**src/rtl/video_timing_gen_if.sv**
```systemverilog
`default_nettype none
// ============================================================================
//  Module      : video_timing_gen_if
//  Description : Pixel-path bundle between the raster timing generator and
//                its consumer (panel pins / renderer). The master modport is
//                the generator side.
//  Revision    : 1.0 - initial release
// ============================================================================
interface video_timing_gen_if #(
    parameter int CW = 12
);
    logic [1:0]    mode_i;
    logic [23:0]   color_i;
    logic [23:0]   rgb_i;
    logic [23:0]   vid_rgb_o;
    logic [2:0]    dvh_sync_o;
    logic [CW-1:0] x_o;
    logic [CW-1:0] y_o;
    logic          frame_start_o;
    logic          line_start_o;
    logic [15:0]   frame_cnt_o;

    modport master (
        input  mode_i, color_i, rgb_i,
        output vid_rgb_o, dvh_sync_o, x_o, y_o, frame_start_o, line_start_o, frame_cnt_o
    );

    modport slave (
        output mode_i, color_i, rgb_i,
        input  vid_rgb_o, dvh_sync_o, x_o, y_o, frame_start_o, line_start_o, frame_cnt_o
    );
endinterface
`default_nettype wire

```
**src/rtl/video_timing_gen.sv**
```systemverilog
`default_nettype none
// ============================================================================
//  Module      : video_timing_gen
//  Description : Raster timing generator for the LCD panel path. Produces
//                {DE, VSync, HSync} with programmable polarity, pixel
//                coordinates, frame/line strobes and a frame counter. All
//                timing outputs are registered one cycle after the raster
//                counters.
//                Optional macro TEST_PATTERN_EN builds an internal pattern
//                source (solid / bars / checker / gradient); without it the
//                external rgb_i is gated by DE.
//  Revision    : 1.0 - initial release
// ============================================================================
module video_timing_gen #(
    parameter int H_RES    = 800,
    parameter int H_FP     = 40,
    parameter int H_PW     = 48,
    parameter int H_BP     = 40,
    parameter int V_RES    = 480,
    parameter int V_FP     = 13,
    parameter int V_PW     = 3,
    parameter int V_BP     = 29,
    parameter bit HS_POL   = 1'b0,
    parameter bit VS_POL   = 1'b0,
    parameter int CW       = 12,
    parameter int CHK_LOG2 = 4
) (
    input  wire                clk_i,
    input  wire                rst_i,
    video_timing_gen_if.master vif
);

    localparam int c_H_TOTAL  = H_RES + H_FP + H_PW + H_BP;
    localparam int c_V_TOTAL  = V_RES + V_FP + V_PW + V_BP;

    localparam logic [CW-1:0] c_H_LAST     = CW'(c_H_TOTAL - 1);
    localparam logic [CW-1:0] c_V_LAST     = CW'(c_V_TOTAL - 1);
    localparam logic [CW-1:0] c_H_RES      = CW'(H_RES);
    localparam logic [CW-1:0] c_V_RES      = CW'(V_RES);
    localparam logic [CW-1:0] c_HS_START   = CW'(H_RES + H_FP);
    localparam logic [CW-1:0] c_HS_END     = CW'(H_RES + H_FP + H_PW);
    localparam logic [CW-1:0] c_VS_START   = CW'(V_RES + V_FP);
    localparam logic [CW-1:0] c_VS_END     = CW'(V_RES + V_FP + V_PW);

    // Counters must be able to hold every raster position.
    generate
        if (c_H_TOTAL > (2 ** CW)) begin : g_err_h_total
            $error("video_timing_gen: H_TOTAL does not fit in CW bits");
        end
        if (c_V_TOTAL > (2 ** CW)) begin : g_err_v_total
            $error("video_timing_gen: V_TOTAL does not fit in CW bits");
        end
        if (CHK_LOG2 >= CW) begin : g_err_chk
            $error("video_timing_gen: CHK_LOG2 must index a coordinate bit");
        end
    endgenerate

    logic [CW-1:0] r_h_cnt;
    logic [CW-1:0] r_v_cnt;
    logic [15:0]   r_frame_cnt;
    logic          r_de;
    logic          r_hs;
    logic          r_vs;
    logic [CW-1:0] r_x;
    logic [CW-1:0] r_y;
    logic          r_frame_start;
    logic          r_line_start;

    logic w_h_wrap;
    logic w_v_wrap;
    logic w_frame_origin;
    logic w_de;
    logic w_hs_act;
    logic w_vs_act;

    assign w_h_wrap       = (r_h_cnt == c_H_LAST);
    assign w_v_wrap       = (r_v_cnt == c_V_LAST);
    assign w_frame_origin = (r_h_cnt == '0) && (r_v_cnt == '0);
    assign w_de           = (r_h_cnt < c_H_RES) && (r_v_cnt < c_V_RES);
    assign w_hs_act       = (r_h_cnt >= c_HS_START) && (r_h_cnt < c_HS_END);
    assign w_vs_act       = (r_v_cnt >= c_VS_START) && (r_v_cnt < c_VS_END);

    // Raster position: h wraps every line, v advances on each h wrap.
    always_ff @(posedge clk_i) begin
        if (rst_i) begin
            r_h_cnt <= '0;
            r_v_cnt <= '0;
        end else if (w_h_wrap) begin
            r_h_cnt <= '0;
            r_v_cnt <= w_v_wrap ? '0 : r_v_cnt + 1'b1;
        end else begin
            r_h_cnt <= r_h_cnt + 1'b1;
        end
    end

    // Timing outputs describe the position held by the counters last cycle.
    always_ff @(posedge clk_i) begin
        if (rst_i) begin
            r_de          <= 1'b0;
            r_hs          <= ~HS_POL;
            r_vs          <= ~VS_POL;
            r_x           <= '0;
            r_y           <= '0;
            r_frame_start <= 1'b0;
            r_line_start  <= 1'b0;
        end else begin
            r_de          <= w_de;
            r_hs          <= w_hs_act ? HS_POL : ~HS_POL;
            r_vs          <= w_vs_act ? VS_POL : ~VS_POL;
            r_x           <= r_h_cnt;
            r_y           <= r_v_cnt;
            r_frame_start <= w_frame_origin;
            r_line_start  <= (r_h_cnt == '0) && (r_v_cnt < c_V_RES);
        end
    end

    // Completed frames: bump on the clock where both counters return to 0.
    always_ff @(posedge clk_i) begin
        if (rst_i) begin
            r_frame_cnt <= '0;
        end else if (w_h_wrap && w_v_wrap) begin
            r_frame_cnt <= r_frame_cnt + 16'd1;
        end
    end

    assign vif.dvh_sync_o    = {r_de, r_vs, r_hs};
    assign vif.x_o           = r_x;
    assign vif.y_o           = r_y;
    assign vif.frame_start_o = r_frame_start;
    assign vif.line_start_o  = r_line_start;
    assign vif.frame_cnt_o   = r_frame_cnt;

`ifdef TEST_PATTERN_EN
    // Bar width; a panel narrower than 8 pixels degenerates to 1-pixel bars.
    localparam int            c_BAR_W_RAW = H_RES / 8;
    localparam int            c_BAR_W     = (c_BAR_W_RAW > 0) ? c_BAR_W_RAW : 1;
    localparam logic [CW-1:0] c_BAR_LAST  = CW'(c_BAR_W - 1);

    logic [1:0]    r_mode;
    logic [CW-1:0] r_bar_run;
    logic [2:0]    r_bar_idx;
    logic [23:0]   r_rgb;
    logic [1:0]    w_mode;
    logic [23:0]   w_bar_rgb;
    logic [23:0]   w_pattern;
    logic          w_chk;
    logic          w_unused_rgb;

    // Pixel (0,0) already uses the freshly sampled mode so a frame never mixes modes.
    assign w_mode       = w_frame_origin ? vif.mode_i : r_mode;
    assign w_chk        = r_h_cnt[CHK_LOG2] ^ r_v_cnt[CHK_LOG2];
    assign w_unused_rgb = ^vif.rgb_i;

    // Mode shadow, reloaded once per frame at the origin.
    always_ff @(posedge clk_i) begin
        if (rst_i) begin
            r_mode <= 2'd0;
        end else if (w_frame_origin) begin
            r_mode <= vif.mode_i;
        end
    end

    // Bar index follows h via a run-length counter; bar 7 takes the remainder.
    always_ff @(posedge clk_i) begin
        if (rst_i || w_h_wrap) begin
            r_bar_run <= '0;
            r_bar_idx <= 3'd0;
        end else if ((r_bar_run == c_BAR_LAST) && (r_bar_idx != 3'd7)) begin
            r_bar_run <= '0;
            r_bar_idx <= r_bar_idx + 3'd1;
        end else begin
            r_bar_run <= r_bar_run + 1'b1;
        end
    end

    // Colour-bar palette.
    always_comb begin
        w_bar_rgb = 24'h000000;
        case (r_bar_idx)
            3'd0:    w_bar_rgb = 24'hFFFFFF;
            3'd1:    w_bar_rgb = 24'hFFFF00;
            3'd2:    w_bar_rgb = 24'h00FFFF;
            3'd3:    w_bar_rgb = 24'h00FF00;
            3'd4:    w_bar_rgb = 24'hFF00FF;
            3'd5:    w_bar_rgb = 24'hFF0000;
            3'd6:    w_bar_rgb = 24'h0000FF;
            default: w_bar_rgb = 24'h000000;
        endcase
    end

    // Pattern selection for the current raster position.
    always_comb begin
        w_pattern = vif.color_i;
        case (w_mode)
            2'd0:    w_pattern = vif.color_i;
            2'd1:    w_pattern = w_bar_rgb;
            2'd2:    w_pattern = w_chk ? 24'hFFFFFF : 24'h000000;
            default: w_pattern = {8'(r_h_cnt), 8'(r_v_cnt), r_frame_cnt[7:0]};
        endcase
    end

    // Registered pixel, blanked outside the active area.
    always_ff @(posedge clk_i) begin
        if (rst_i) begin
            r_rgb <= 24'd0;
        end else begin
            r_rgb <= w_de ? w_pattern : 24'd0;
        end
    end

    assign vif.vid_rgb_o = r_rgb;
`else
    logic w_unused_cfg;

    // External pixel is combinational so it lines up with the presented x/y.
    assign vif.vid_rgb_o = r_de ? vif.rgb_i : 24'd0;
    assign w_unused_cfg  = ^{vif.mode_i, vif.color_i};
`endif

endmodule
`default_nettype wire

```
**src/flat_wrapper.sv**
```systemverilog
// flat-port wrapper written by rule: the top's interface ports become plain ports
module video_timing_gen_flat 
#(
    parameter int H_RES    = 800,
    parameter int H_FP     = 40,
    parameter int H_PW     = 48,
    parameter int H_BP     = 40,
    parameter int V_RES    = 480,
    parameter int V_FP     = 13,
    parameter int V_PW     = 3,
    parameter int V_BP     = 29,
    parameter bit HS_POL   = 1'b0,
    parameter bit VS_POL   = 1'b0,
    parameter int CW       = 12,
    parameter int CHK_LOG2 = 4
)
  (clk_i, rst_i, vif_mode_i, vif_color_i, vif_rgb_i, vif_vid_rgb_o, vif_dvh_sync_o, vif_x_o, vif_y_o, vif_frame_start_o, vif_line_start_o, vif_frame_cnt_o);
  video_timing_gen_if #(.CW(CW)) vif_i ();
  input  wire clk_i;
  input  wire rst_i;
  input wire logic [$bits(vif_i.mode_i)-1:0] vif_mode_i;
  input wire logic [$bits(vif_i.color_i)-1:0] vif_color_i;
  input wire logic [$bits(vif_i.rgb_i)-1:0] vif_rgb_i;
  output wire logic [$bits(vif_i.vid_rgb_o)-1:0] vif_vid_rgb_o;
  output wire logic [$bits(vif_i.dvh_sync_o)-1:0] vif_dvh_sync_o;
  output wire logic [$bits(vif_i.x_o)-1:0] vif_x_o;
  output wire logic [$bits(vif_i.y_o)-1:0] vif_y_o;
  output wire logic [$bits(vif_i.frame_start_o)-1:0] vif_frame_start_o;
  output wire logic [$bits(vif_i.line_start_o)-1:0] vif_line_start_o;
  output wire logic [$bits(vif_i.frame_cnt_o)-1:0] vif_frame_cnt_o;
  assign vif_i.mode_i = vif_mode_i;
  assign vif_i.color_i = vif_color_i;
  assign vif_i.rgb_i = vif_rgb_i;
  assign vif_vid_rgb_o = vif_i.vid_rgb_o;
  assign vif_dvh_sync_o = vif_i.dvh_sync_o;
  assign vif_x_o = vif_i.x_o;
  assign vif_y_o = vif_i.y_o;
  assign vif_frame_start_o = vif_i.frame_start_o;
  assign vif_line_start_o = vif_i.line_start_o;
  assign vif_frame_cnt_o = vif_i.frame_cnt_o;
  video_timing_gen #(.H_RES(H_RES), .H_FP(H_FP), .H_PW(H_PW), .H_BP(H_BP), .V_RES(V_RES), .V_FP(V_FP), .V_PW(V_PW), .V_BP(V_BP), .HS_POL(HS_POL), .VS_POL(VS_POL), .CW(CW), .CHK_LOG2(CHK_LOG2)) u_core (.clk_i(clk_i), .rst_i(rst_i), .vif(vif_i));
endmodule
```
**config.mk**
```make
export PLATFORM = sky130hd
export DESIGN_NAME = video_timing_gen_flat
export DESIGN_NICKNAME = d
export VERILOG_FILES = /design/src/rtl/video_timing_gen_if.sv /design/src/rtl/video_timing_gen.sv /design/src/flat_wrapper.sv
export SDC_FILE = /design/constraint.sdc
export NUM_CORES = 1
export LEC_CHECK = 0
export CELL_PAD_IN_SITES_DETAIL_PLACEMENT = 1
export CELL_PAD_IN_SITES_GLOBAL_PLACEMENT = 1
export CORE_MARGIN = 4
export CORE_UTILIZATION = 30
export CTS_CLUSTER_DIAMETER = 120
export CTS_CLUSTER_SIZE = 40
export DETAILED_ROUTE_END_ITERATION = 12
export GPL_ROUTABILITY_DRIVEN = 1
export GPL_TIMING_DRIVEN = 0
export PLACE_DENSITY = 0.72
export SYNTH_ARGS = -nofsm -noshare
export SYNTH_HDL_FRONTEND = slang
export SYNTH_SLANG_ARGS = --single-unit
```
**constraint.sdc**
```tcl
create_clock -name clk_i -period 5.3 [get_ports clk_i]
set_input_delay 1.59 -clock clk_i [delete_from_list [all_inputs] [get_ports clk_i]]
set_output_delay 1.59 -clock clk_i [all_outputs]
set_load 0.1 [all_outputs]
```
==> results.cfg, run 1 <==
[outcome]
outcome = complete, no violations

[sta]
fin_crit_sh = 0.926
drv_slew = 0
skew_ns = 0.00785
rsz0062_at_grt = false
finalHoldViolations = 0
finalSetupViolCount = 0
worst_slew_pin_slew_ns = 0.990
fin_setup_tns_ns = 0
relSlewSlack = 0.338
fmax_mhz = 204
fin_crit_ns = 4.91

[floorplanning]
start_util = 0.309
dieArea_um2 = 12400
core_um2 = 10300
die_h_um = 111
die_w_um = 111
num_rows = 37
ios = 121

[synth]
synthArstFlopShare = 0
ys_ff_latch = 69
synthDistinctLibCells = 40
synth_cells = 362
synth_fp_nets = 421
netlist_area_um2 = 3190
synth-edff-count = 0
synth_seq_area_share = 0.433
yosys_warnings = 0
avgSynthCellArea_um2 = 8.82
ys.flop_type = dfxtp_1

[clock_tree]
cts_tree = built
numClockSinks = 69
path_clk_slew_ns = 0.07
cts-root-buf = clkbuf_8
cts.hold.buffers_added = 0
cts_resized = 0
clockBufferDepth = 2
cts_made_buffers = 9
htreeDepth = 3
post-cts-setup-buffers = 0
clkLatencyLatePin_ns = 0.36

[setup_path]
worstPathMaxFanout = 1
path_delay_family = buffers and inverters
critPathKind = input pin to output pin
crit_chain = clkdlybuf4s50_1, and2_1, clkdlybuf4s50_1
arrival_ns = 3.32
critPathBufInv = 2
end_kind = output pin
cpPeakStageDelay_ns = 1.14
crit_top_cell = clkdlybuf4s50_1
critPathSlowestCell = clkdlybuf4s50_1
critPathLaunchType = input pin
cp_data_required_time_ns = 3.71

[route]
wl_um = 9220
avgRoutedWirePerCell_um = 15.2
drt_iter0_markers = 63
vias = 2944
via_per_inst = 4.85
first_pass_iters = 4
drc = 0
ant_nets = 0

[global_route]
grt_pass1_vias = 2950
grt_usage = 0.152
grt_pass1_wl_um = 15200
grt_overflow = 0
antenna_found_initial = 0
grt_max_degree = 13

[finish]
syn_to_final_growth_pct = 42.0
register_area_um2 = 1380
nets = 525
instances_no_fill = 607
multi_input_area_um2 = 1620
drive_above_1_share = 0.0955
antennaDiodeCount = 0
nFillCells = 1208

[place]
dpl.hpwl_um = 6830
place_congestion = 0.815
portBuffers = 93
placed_cells = 591

[flow_run]
max_cap_viol_count = 0

[power_and_ir_drop]
cellPowerDensity_nw_per_um2 = 269
ir_drop_v = 0.0000973
power.static_leakage_nw = 1.64

[hold_path]
hold_path_class = flip-flop to flip-flop
where the power goes:
group	internal, mW	total [mW]	leakage [nW]	switching (mW)
combinational	0.0487	0.176	0.965	0.127
clock	0.312	0.518	0.116	0.205
sequential	0.523	0.526	0.558	0.00262
placed cells by master, fill, tap and decap left out, drive strengths merged, types with 12 or more instances in the layout:
cell type,synthesis,layout
nor2b,29,29
nand2,14,14
mux2,12,12
nand3,17,17
dfxtp,69,69
nor2,36,36
nor3,15,15
and2,26,26
clkbuf,18,28
nand4,14,14
a21oi,14,14
clkdlybuf4s50,0,93
buf,13,13
metal layers:
metal | GRT usage | up-vias | share of wire
met1 | 0.194 | 1380 | 0.48
met2 | 0.246 | 98 | 0.45
met3 | 0.0382 | 13 | 0.054
met4 | 0.0608 | 0 | 0.020
li1 | - | 1453 | -
met5 | 0 | - | 0
Yosys cell counts, types with 2 or more instances:
cell      instances  area (µm²)
or4_1             5        37.5
nor3_1           15        75.1
ha_1              7        87.6
or3_1             7        43.8
nor4_1            6        37.5
nor2b_1          29         181
inv_1            11        41.3
a21oi_1          14        70.1
xnor2_1           6        52.6
dfxtp_1          69        1380
clkbuf_1         16        60.1
mux2_2           10         113
o21ai_0           7        35.0
nand4_2           2        25.0
and3_1            7        43.8
nor2_1           36         135
nand2_1          14        52.6
nand3_1          16        80.1
and4_1            8        70.1
buf_4             3        22.5
o31ai_1           4        30.0
and2_1           26         163
nand4_1          12        75.1
nor4_4            2        42.5
mux2_1            2        22.5
a21o_1            2        15.0
buf_6             2        22.5
xor2_1            5        43.8
clkbuf_2          2        10.0
buf_2             7        35.0
cell type report:
| type | instances | area share |
|---|---|---|
| timing repair buffer | 93 | 0.205 |
| sequential | 69 | 0.305 |
| multi-input combinational | 251 | 0.356 |
| clock buffer | 10 | 0.0282 |
| inverter | 11 | 0.00911 |
| tap | 136 | 0.0375 |
| buffer | 31 | 0.0340 |
| clock inverter | 6 | 0.0246 |
final timing paths:
| kind | start | end | slack [ns] | cells after the start |
|---|---|---|---|---|
| max | vif_rgb_i[2] | vif_vid_rgb_o[2] | 0.39 | 3 |
| min | u_core.r_h_cnt[0]$_SDFF_PP0_ | u_core.r_h_cnt[0]$_SDFF_PP0_ | 0.48 | 1 |
| max reg2reg | u_core.r_v_cnt[0]$_SDFFE_PP0P_ | u_core.vif.frame_cnt_o[13]$_SDFFE_PP0P_ | 2.78 | 8 |
| min reg2reg | u_core.r_h_cnt[0]$_SDFF_PP0_ | u_core.r_h_cnt[0]$_SDFF_PP0_ | 0.48 | 1 |
cell families after synthesis:
logic type                 count (synthesis)  synth area share
muxes                                     12            0.0423
and+or+nand+nor                          190             0.348
xor gates and xnor gates                  11            0.0302
AOI/OAI and AO/OA                         31            0.0580
buffers and inverters                     42            0.0612
adders and majority gates                  7            0.0274
DFF                                       69             0.433
state kept, by name, indices dropped and copies added, names as in the netlist:
| signal | count |
|---|---|
| u_core.r_hs | 1 |
| u_core.r_h_cnt | 12 |
| u_core.r_v_cnt | 12 |
| u_core.r_vs | 1 |
| u_core.vif.line_start_o | 1 |
| u_core.vif.frame_start_o | 1 |
| u_core.vif.x_o | 12 |
| u_core.vif.frame_cnt_o | 16 |
| u_core.r_de | 1 |
| u_core.vif.y_o | 12 |
metrics by stage:
step	hold slack, ns	utilization	worst slack (ns)	area, µm²	power, mW
6_report	0.476	0.439	0.392	4530	1.22
4_1_cts	0.477	0.439	0.373	4530	1.23
3_5_place_dp	0.455	0.416	0.378	4290	0.715
5_1_grt	0.509	0.439	0.355	4530	1.27
2_1_floorplan	0.426	-	1.38	3190	0.660
3_3_place_gp	0.437	0.416	0.387	4290	0.713
(Power assumes the default switching activity.)
==> inputs of run 2 (changes only) <==
--- a/config.mk
+++ b/config.mk
@@ -15,6 +15,7 @@
 export GPL_ROUTABILITY_DRIVEN = 1
 export GPL_TIMING_DRIVEN = 0
 export PLACE_DENSITY = 0.72
+export SKIP_LAST_GASP = 1
 export SYNTH_ARGS = -nofsm -noshare
 export SYNTH_HDL_FRONTEND = slang
 export SYNTH_SLANG_ARGS = --single-unit
==> results of run 2 <==
No change in the layout: final DEF, timing and power equal those of run 1.
